**src/rtl/shape_processor_initiator_pkg.sv**
```systemverilog
// Shared encodings for the shape processor SFR interface: CTRL register layout,
// shape/operation codes, initiator response codes and initiator FSM states.
package shape_processor_modeling;

    localparam int SHAPE_W = 3;
    localparam int OP_W    = 2;

    typedef enum logic [SHAPE_W-1:0] {
        SHAPE_CIRCLE   = 3'd0,
        SHAPE_SQUARE   = 3'd1,
        SHAPE_TRIANGLE = 3'd2,
        SHAPE_HEXAGON  = 3'd3,
        KEEP_SHAPE     = 3'd7
    } shape_e;

    typedef enum logic [OP_W-1:0] {
        OP_AREA      = 2'd0,
        OP_PERIMETER = 2'd1,
        OP_SCALE     = 2'd2,
        OP_ROTATE    = 2'd3
    } operation_e;

    typedef struct packed {
        logic [26:0]        reserved;
        logic [SHAPE_W-1:0] shape;
        logic [OP_W-1:0]    operation;
    } ctrl_sfr_reg;

    typedef enum logic [1:0] {
        RESP_OK       = 2'd0,
        RESP_REJECTED = 2'd1,
        RESP_MISMATCH = 2'd2
    } resp_code_e;

    typedef enum logic [2:0] {
        ST_IDLE,
        ST_WRITE,
        ST_ERR_SAMPLE,
        ST_READ,
        ST_WAIT,
        ST_RESP
    } state_e;

    function automatic ctrl_sfr_reg pack_ctrl(input logic [SHAPE_W-1:0] s,
                                              input logic [OP_W-1:0]    o);
        ctrl_sfr_reg r;
        r           = '0;
        r.shape     = s;
        r.operation = o;
        return r;
    endfunction

endpackage

```
**src/rtl/shape_processor_readback_checker.sv**
```systemverilog
// Combinational classification of one CTRL read-back into OK / REJECTED / MISMATCH.
module shape_processor_readback_checker
    import shape_processor_modeling::*;
(
    input  logic               err_i,
    input  ctrl_sfr_reg        rb_i,
    input  logic [SHAPE_W-1:0] cmd_shape_i,
    input  logic [OP_W-1:0]    cmd_operation_i,
    input  ctrl_sfr_reg        shadow_i,
    input  logic               shadow_valid_i,
    output resp_code_e         code_o
);

    logic shape_ok;

    always_comb begin
        code_o   = RESP_MISMATCH;
        shape_ok = 1'b1;
        if (err_i) begin
            // A rejected write must leave the register untouched.
            if (!shadow_valid_i || rb_i == shadow_i) begin
                code_o = RESP_REJECTED;
            end
        end else begin
            if (cmd_shape_i != KEEP_SHAPE) begin
                shape_ok = (rb_i.shape == cmd_shape_i);
            end else if (shadow_valid_i) begin
                shape_ok = (rb_i.shape == shadow_i.shape);
            end
            if (shape_ok && rb_i.operation == cmd_operation_i) begin
                code_o = RESP_OK;
            end
        end
    end

endmodule

```
**src/rtl/shape_processor_initiator.sv**
```systemverilog
// Turns each accepted (shape, operation) command into CTRL write, error sample,
// CTRL read-back and one classified response; one transaction outstanding.
module shape_processor_initiator
    import shape_processor_modeling::*;
#(
    parameter int READ_LATENCY = 1,
    parameter int ERR_CNT_W    = 16
) (
    input  logic                 clk,
    input  logic                 rst_n,
    input  logic                 cmd_valid,
    output logic                 cmd_ready,
    input  logic [SHAPE_W-1:0]   cmd_shape,
    input  logic [OP_W-1:0]      cmd_operation,
    output logic                 write,
    output logic [31:0]          write_data,
    output logic                 read,
    input  logic [31:0]          read_data,
    input  logic                 error,
    output logic                 resp_valid,
    input  logic                 resp_ready,
    output resp_code_e           resp_code,
    output logic [31:0]          resp_ctrl,
    output logic [ERR_CNT_W-1:0] err_count,
    output state_e               state_dbg
);

    localparam logic [2:0] LAT = 3'(READ_LATENCY);

    state_e               state_q;
    logic [SHAPE_W-1:0]   cmd_shape_q;
    logic [OP_W-1:0]      cmd_op_q;
    logic                 err_q;
    logic [2:0]           lat_cnt_q;
    ctrl_sfr_reg          shadow_q;
    logic                 shadow_valid_q;
    logic                 cmd_ready_q;
    logic                 write_q;
    ctrl_sfr_reg          write_data_q;
    logic                 read_q;
    logic                 resp_valid_q;
    resp_code_e           resp_code_q;
    logic [31:0]          resp_ctrl_q;
    logic [ERR_CNT_W-1:0] err_count_q;
    logic [ERR_CNT_W-1:0] err_count_d;
    resp_code_e           check_code;

    shape_processor_readback_checker u_checker (
        .err_i           (err_q),
        .rb_i            (ctrl_sfr_reg'(read_data)),
        .cmd_shape_i     (cmd_shape_q),
        .cmd_operation_i (cmd_op_q),
        .shadow_i        (shadow_q),
        .shadow_valid_i  (shadow_valid_q),
        .code_o          (check_code)
    );

    always_comb begin
        err_count_d = err_count_q;
        if (resp_code_q == RESP_REJECTED && err_count_q != '1) begin
            err_count_d = err_count_q + 1'b1;
        end
    end

    always_ff @(posedge clk or negedge rst_n) begin
        if (!rst_n) begin
            state_q        <= ST_IDLE;
            cmd_shape_q    <= '0;
            cmd_op_q       <= '0;
            err_q          <= 1'b0;
            lat_cnt_q      <= '0;
            shadow_q       <= '0;
            shadow_valid_q <= 1'b0;
            cmd_ready_q    <= 1'b1;
            write_q        <= 1'b0;
            write_data_q   <= '0;
            read_q         <= 1'b0;
            resp_valid_q   <= 1'b0;
            resp_code_q    <= RESP_OK;
            resp_ctrl_q    <= '0;
            err_count_q    <= '0;
        end else begin
            case (state_q)
                ST_IDLE: begin
                    if (cmd_valid && cmd_ready_q) begin
                        cmd_shape_q  <= cmd_shape;
                        cmd_op_q     <= cmd_operation;
                        cmd_ready_q  <= 1'b0;
                        write_q      <= 1'b1;
                        write_data_q <= pack_ctrl(cmd_shape, cmd_operation);
                        state_q      <= ST_WRITE;
                    end
                end
                ST_WRITE: begin
                    write_q <= 1'b0;
                    state_q <= ST_ERR_SAMPLE;
                end
                ST_ERR_SAMPLE: begin
                    err_q   <= error;
                    read_q  <= 1'b1;
                    state_q <= ST_READ;
                end
                ST_READ: begin
                    read_q    <= 1'b0;
                    lat_cnt_q <= 3'd1;
                    state_q   <= ST_WAIT;
                end
                ST_WAIT: begin
                    // Read data is valid READ_LATENCY cycles after the read strobe.
                    if (lat_cnt_q == LAT) begin
                        shadow_q       <= ctrl_sfr_reg'(read_data);
                        shadow_valid_q <= 1'b1;
                        resp_code_q    <= check_code;
                        resp_ctrl_q    <= read_data;
                        resp_valid_q   <= 1'b1;
                        state_q        <= ST_RESP;
                    end else begin
                        lat_cnt_q <= lat_cnt_q + 3'd1;
                    end
                end
                ST_RESP: begin
                    if (resp_ready) begin
                        resp_valid_q <= 1'b0;
                        cmd_ready_q  <= 1'b1;
                        err_count_q  <= err_count_d;
                        state_q      <= ST_IDLE;
                    end
                end
                default: state_q <= ST_IDLE;
            endcase
        end
    end

    assign cmd_ready  = cmd_ready_q;
    assign write      = write_q;
    assign write_data = write_data_q;
    assign read       = read_q;
    assign resp_valid = resp_valid_q;
    assign resp_code  = resp_code_q;
    assign resp_ctrl  = resp_ctrl_q;
    assign err_count  = err_count_q;
    assign state_dbg  = state_q;

endmodule

```
**config.mk**
```make
export PLATFORM = sky130hd
export DESIGN_NAME = shape_processor_initiator
export DESIGN_NICKNAME = d
export VERILOG_FILES = /design/src/rtl/shape_processor_initiator_pkg.sv /design/src/rtl/shape_processor_readback_checker.sv /design/src/rtl/shape_processor_initiator.sv
export SDC_FILE = /design/constraint.sdc
export NUM_CORES = 1
export LEC_CHECK = 0
export CORE_MARGIN = 2
export CORE_UTILIZATION = 45
export DETAILED_ROUTE_END_ITERATION = 8
export PLACE_DENSITY = 0.81
export SYNTH_ARGS = -nofsm -noshare
export SYNTH_HDL_FRONTEND = slang
export SYNTH_HIERARCHICAL = 1
export SYNTH_SLANG_ARGS = --single-unit
```
**constraint.sdc**
```tcl
create_clock -name clk -period 2.4 [get_ports clk]
set_clock_uncertainty 0.05 [all_clocks]
set_input_delay 0.48 -clock clk [delete_from_list [all_inputs] [get_ports clk]]
set_output_delay 0.48 -clock clk [all_outputs]
set_load 0.02 [all_outputs]
```
==> flow_summary.json <==
{
  "status": "completed",
  "worst_setup_path_end_kind": "output pin",
  "irDropWorstVdd_mv": 0.5687,
  "vias": 2683,
  "synth_flop_cell": "dfrtp_1",
  "fin_util_pct": 62.50,
  "cp_data_arrival_time_ns": 1.64,
  "setup_viol": 0,
  "drc": 0,
  "cp_cell_sequence": "clkdlybuf4s50_1",
  "globalRouteOverflowTotal": 0,
  "clkPwrFrac_pct": 15.0,
  "p_int_mw": 3.259,
  "yosysWarnings": 6,
  "cts_tree": "done",
  "synth_area_leader_cell": "dfrtp_1",
  "cts_root_buf": "clkbuf_8",
  "clk-insertion-delay-late_ns": 0.34,
  "synthArstFlopShare_pct": 100.0,
  "critPathMaxFanout": 15,
  "hp-class": "reg -> reg",
  "critical_path_buf_inv_count": 1,
  "clock_sinks": 67,
  "grt_pass1_vias": 2672,
  "cp-start-kind": "register",
  "synthCells": 310,
  "power_switching_mw": 2.002,
  "powerDensity_mw_per_mm2": 1095,
  "clock_path_buffers": 2,
  "maxCapViolations": 0,
  "worstSetupPathType": "reg -> out",
  "crit_path_top_delay_cell": "clkdlybuf4s50_1",
  "synth_enable_flop_cells": 0,
  "worstPathRequired_ns": 1.87,
  "n_antenna_cell": 0,
  "first_pass_iters": 4,
  "combPwrFrac_pct": 47.6,
  "fillers": 611,
  "rrSetupSlack_ns": 0.46,
  "dr.first_iter.drc_count": 74,
  "grt_max_degree": 36,
  "drive_gt1_share_pct": 16.08,
  "p_seq_share_pct": 37.4,
  "wl_per_cell_um": 14.62,
  "synth.top_cells.by_count": "dfrtp_1 (66), xor2_1 (49), mux2_2 (41), buf_4 (27), nor4_1 (15)",
  "fin_crit_sh_pct": 90.47,
  "grt_pass1_wl_mm": 12.65,
  "dpl_worst_slack_ns": -0.08414,
  "cpPeakStageDelay_ns": 0.69,
  "ys_seq_elements": 67,
  "hold_viol_final": 0,
  "cts_buffers": 9,
  "leakagePower_nw": 2.095,
  "syn_to_final_growth_pct": 35.26,
  "gp_congestion": 0.7792,
  "slew_violations": 0,
  "hold-worst-slack_ns": 0.4437,
  "dp_hpwl_mm": 5.833,
  "core_area_mm2": 0.007687,
  "yosysMostFrequentCell": "dfrtp_1",
  "start_util_pct": 46.21,
  "row_count": 32,
  "drt-total-wl_mm": 7.764,
  "dp_cells": 515,
  "final_nets": 470,
  "fin_ws_ns": 0.2288,
  "syn-cell-area_mm2": 0.003552,
  "synth_seq_area_share_pct": 47.23,
  "power.share.switching_pct": 38.06,
  "io_buffers": 103,
  "die_h_um": 92.85,
  "crit_family": "buffers and inverters",
  "detail-route-antenna-nets": 0,
  "clk_pin_slew_ns": 0.07,
  "grt_usage_pct": 18.66,
  "antenna_found_initial": 0,
  "htree_num_levels": 3,
  "syn_area_per_cell_um2": 11.46,
  "yosys-top-cells-area": "dfrtp_1 (46%), mux2_2 (13%), xor2_1 (12%)",
  "cts_setup_buffers": 0,
  "die_area_mm2": 0.008620,
  "fmax_mhz": 460.6,
  "total_power_mw": 5.261,
  "period_minus_slack_ns": 2.171,
  "synth_cell_types": 45,
  "die_w_um": 92.85,
  "vias_per_cell": 5.053,
  "stdcell_count": 531,
  "netlist.area_leader.share_pct": 46.50,
  "io_pins": 131,
  "grt_setup_unrepaired": "no"
}
-- flip-flops by register name (all words and copies together), names as in the netlist, 2 cells and up --
register	flops
err_count	16
lat_cnt_q	3
resp_code	2
resp_ctrl	2
shadow_q	30
state_dbg	3
write_data	5
-- layer usage --
metal	wire [µm]	GRT usage, %	vias up	part of all wire [%]
met2	3882	30.62	98	50
met3	484	5.614	12	6.2
met1	3283	23.21	1303	42
met4	114	6.985	0	1.5
met5	0	0	-	0
li1	-	-	1270	-
-- placed cells by master (no fill, tap or decap), drive strengths merged, types with 5 or more instances in the layout --
master	n
clkbuf	12
nand2	14
nor4	17
dfrtp	66
nand4	6
nor3	6
mux2	42
clkdlybuf4s50	102
nand3	11
xor2	49
nor2	8
conb	27
a21oi	9
nand2b	5
buf	9
-- logic make-up (layout without fill, tap and decap cells) --
| logic type | Yosys count | after routing | synth area share (%) |
|---|---|---|---|
| other | 1 | 27 | 0.1056 |
| DFF | 67 | 67 | 47.23 |
| buffers and inverters | 37 | 130 | 7.115 |
| and+or+nand+nor | 86 | 86 | 14.41 |
| xor gates and xnor gates | 51 | 51 | 12.57 |
| AOI/OAI and AO/OA | 23 | 23 | 4.192 |
| muxes | 42 | 42 | 13.31 |
| adders and majority gates | 3 | 3 | 1.057 |
-- power by group through the flow --
| stage | sequential, mW | clock (mW) | combinational (mW) |
|---|---|---|---|
| 2_1_floorplan | 2.37 | 0 | 1.02 |
| 3_3_place_gp | 1.97 | 0 | 2.46 |
| 3_5_place_dp | 1.99 | 0 | 2.52 |
| 4_1_cts | 1.97 | 0.814 | 2.53 |
| 5_1_grt | 2.04 | 0.877 | 2.67 |
| 6_report | 1.97 | 0.791 | 2.50 |
-- path summary, 6_finish.rpt --
kind                                      startpoint                         to  cells past startpoint
max                         state_dbg[2]$_DFFE_PN0P_               state_dbg[2]                      1
min in group asynchronous                      rst_n   lat_cnt_q[0]$_DFFE_PN0P_                      2
max reg2reg                 shadow_q[11]$_DFFE_PN0P_   resp_code[1]$_DFFE_PN0P_                      6
max in group asynchronous                      rst_n      cmd_ready$_DFFE_PN1P_                      3
min reg2reg                err_count[14]$_DFFE_PN0P_  err_count[14]$_DFFE_PN0P_                      1
min                        err_count[14]$_DFFE_PN0P_  err_count[14]$_DFFE_PN0P_                      1
-- through the flow --
step,setup TNS (ns),cell area [µm²]
finish,0,4805
floorplan,0,3650
detailed placement,-0.08414,4634
CTS,0,4805
global placement,-0.02515,4634
global route,0,4805
-- timing repair --
action	CTS	global route
endpoints found under the hold margin	11	0
resized for setup	0	0
hold buffers	1	0
endpoints found under the setup margin	0	0
-- cell type report --
class / instances / area, µm² / area share, %
timing repair buffer: 112 / 1109 / 23.07
sequential: 67 / 1678 / 34.92
clock inverter: 3 / 15.01 / 0.3125
clock buffer: 12 / 145.1 / 3.021
inverter: 3 / 11.26 / 0.2344
tap: 102 / 127.6 / 2.656
multi-input combinational: 232 / 1719 / 35.78
Note: power is estimated with default switching activity, not from simulation.
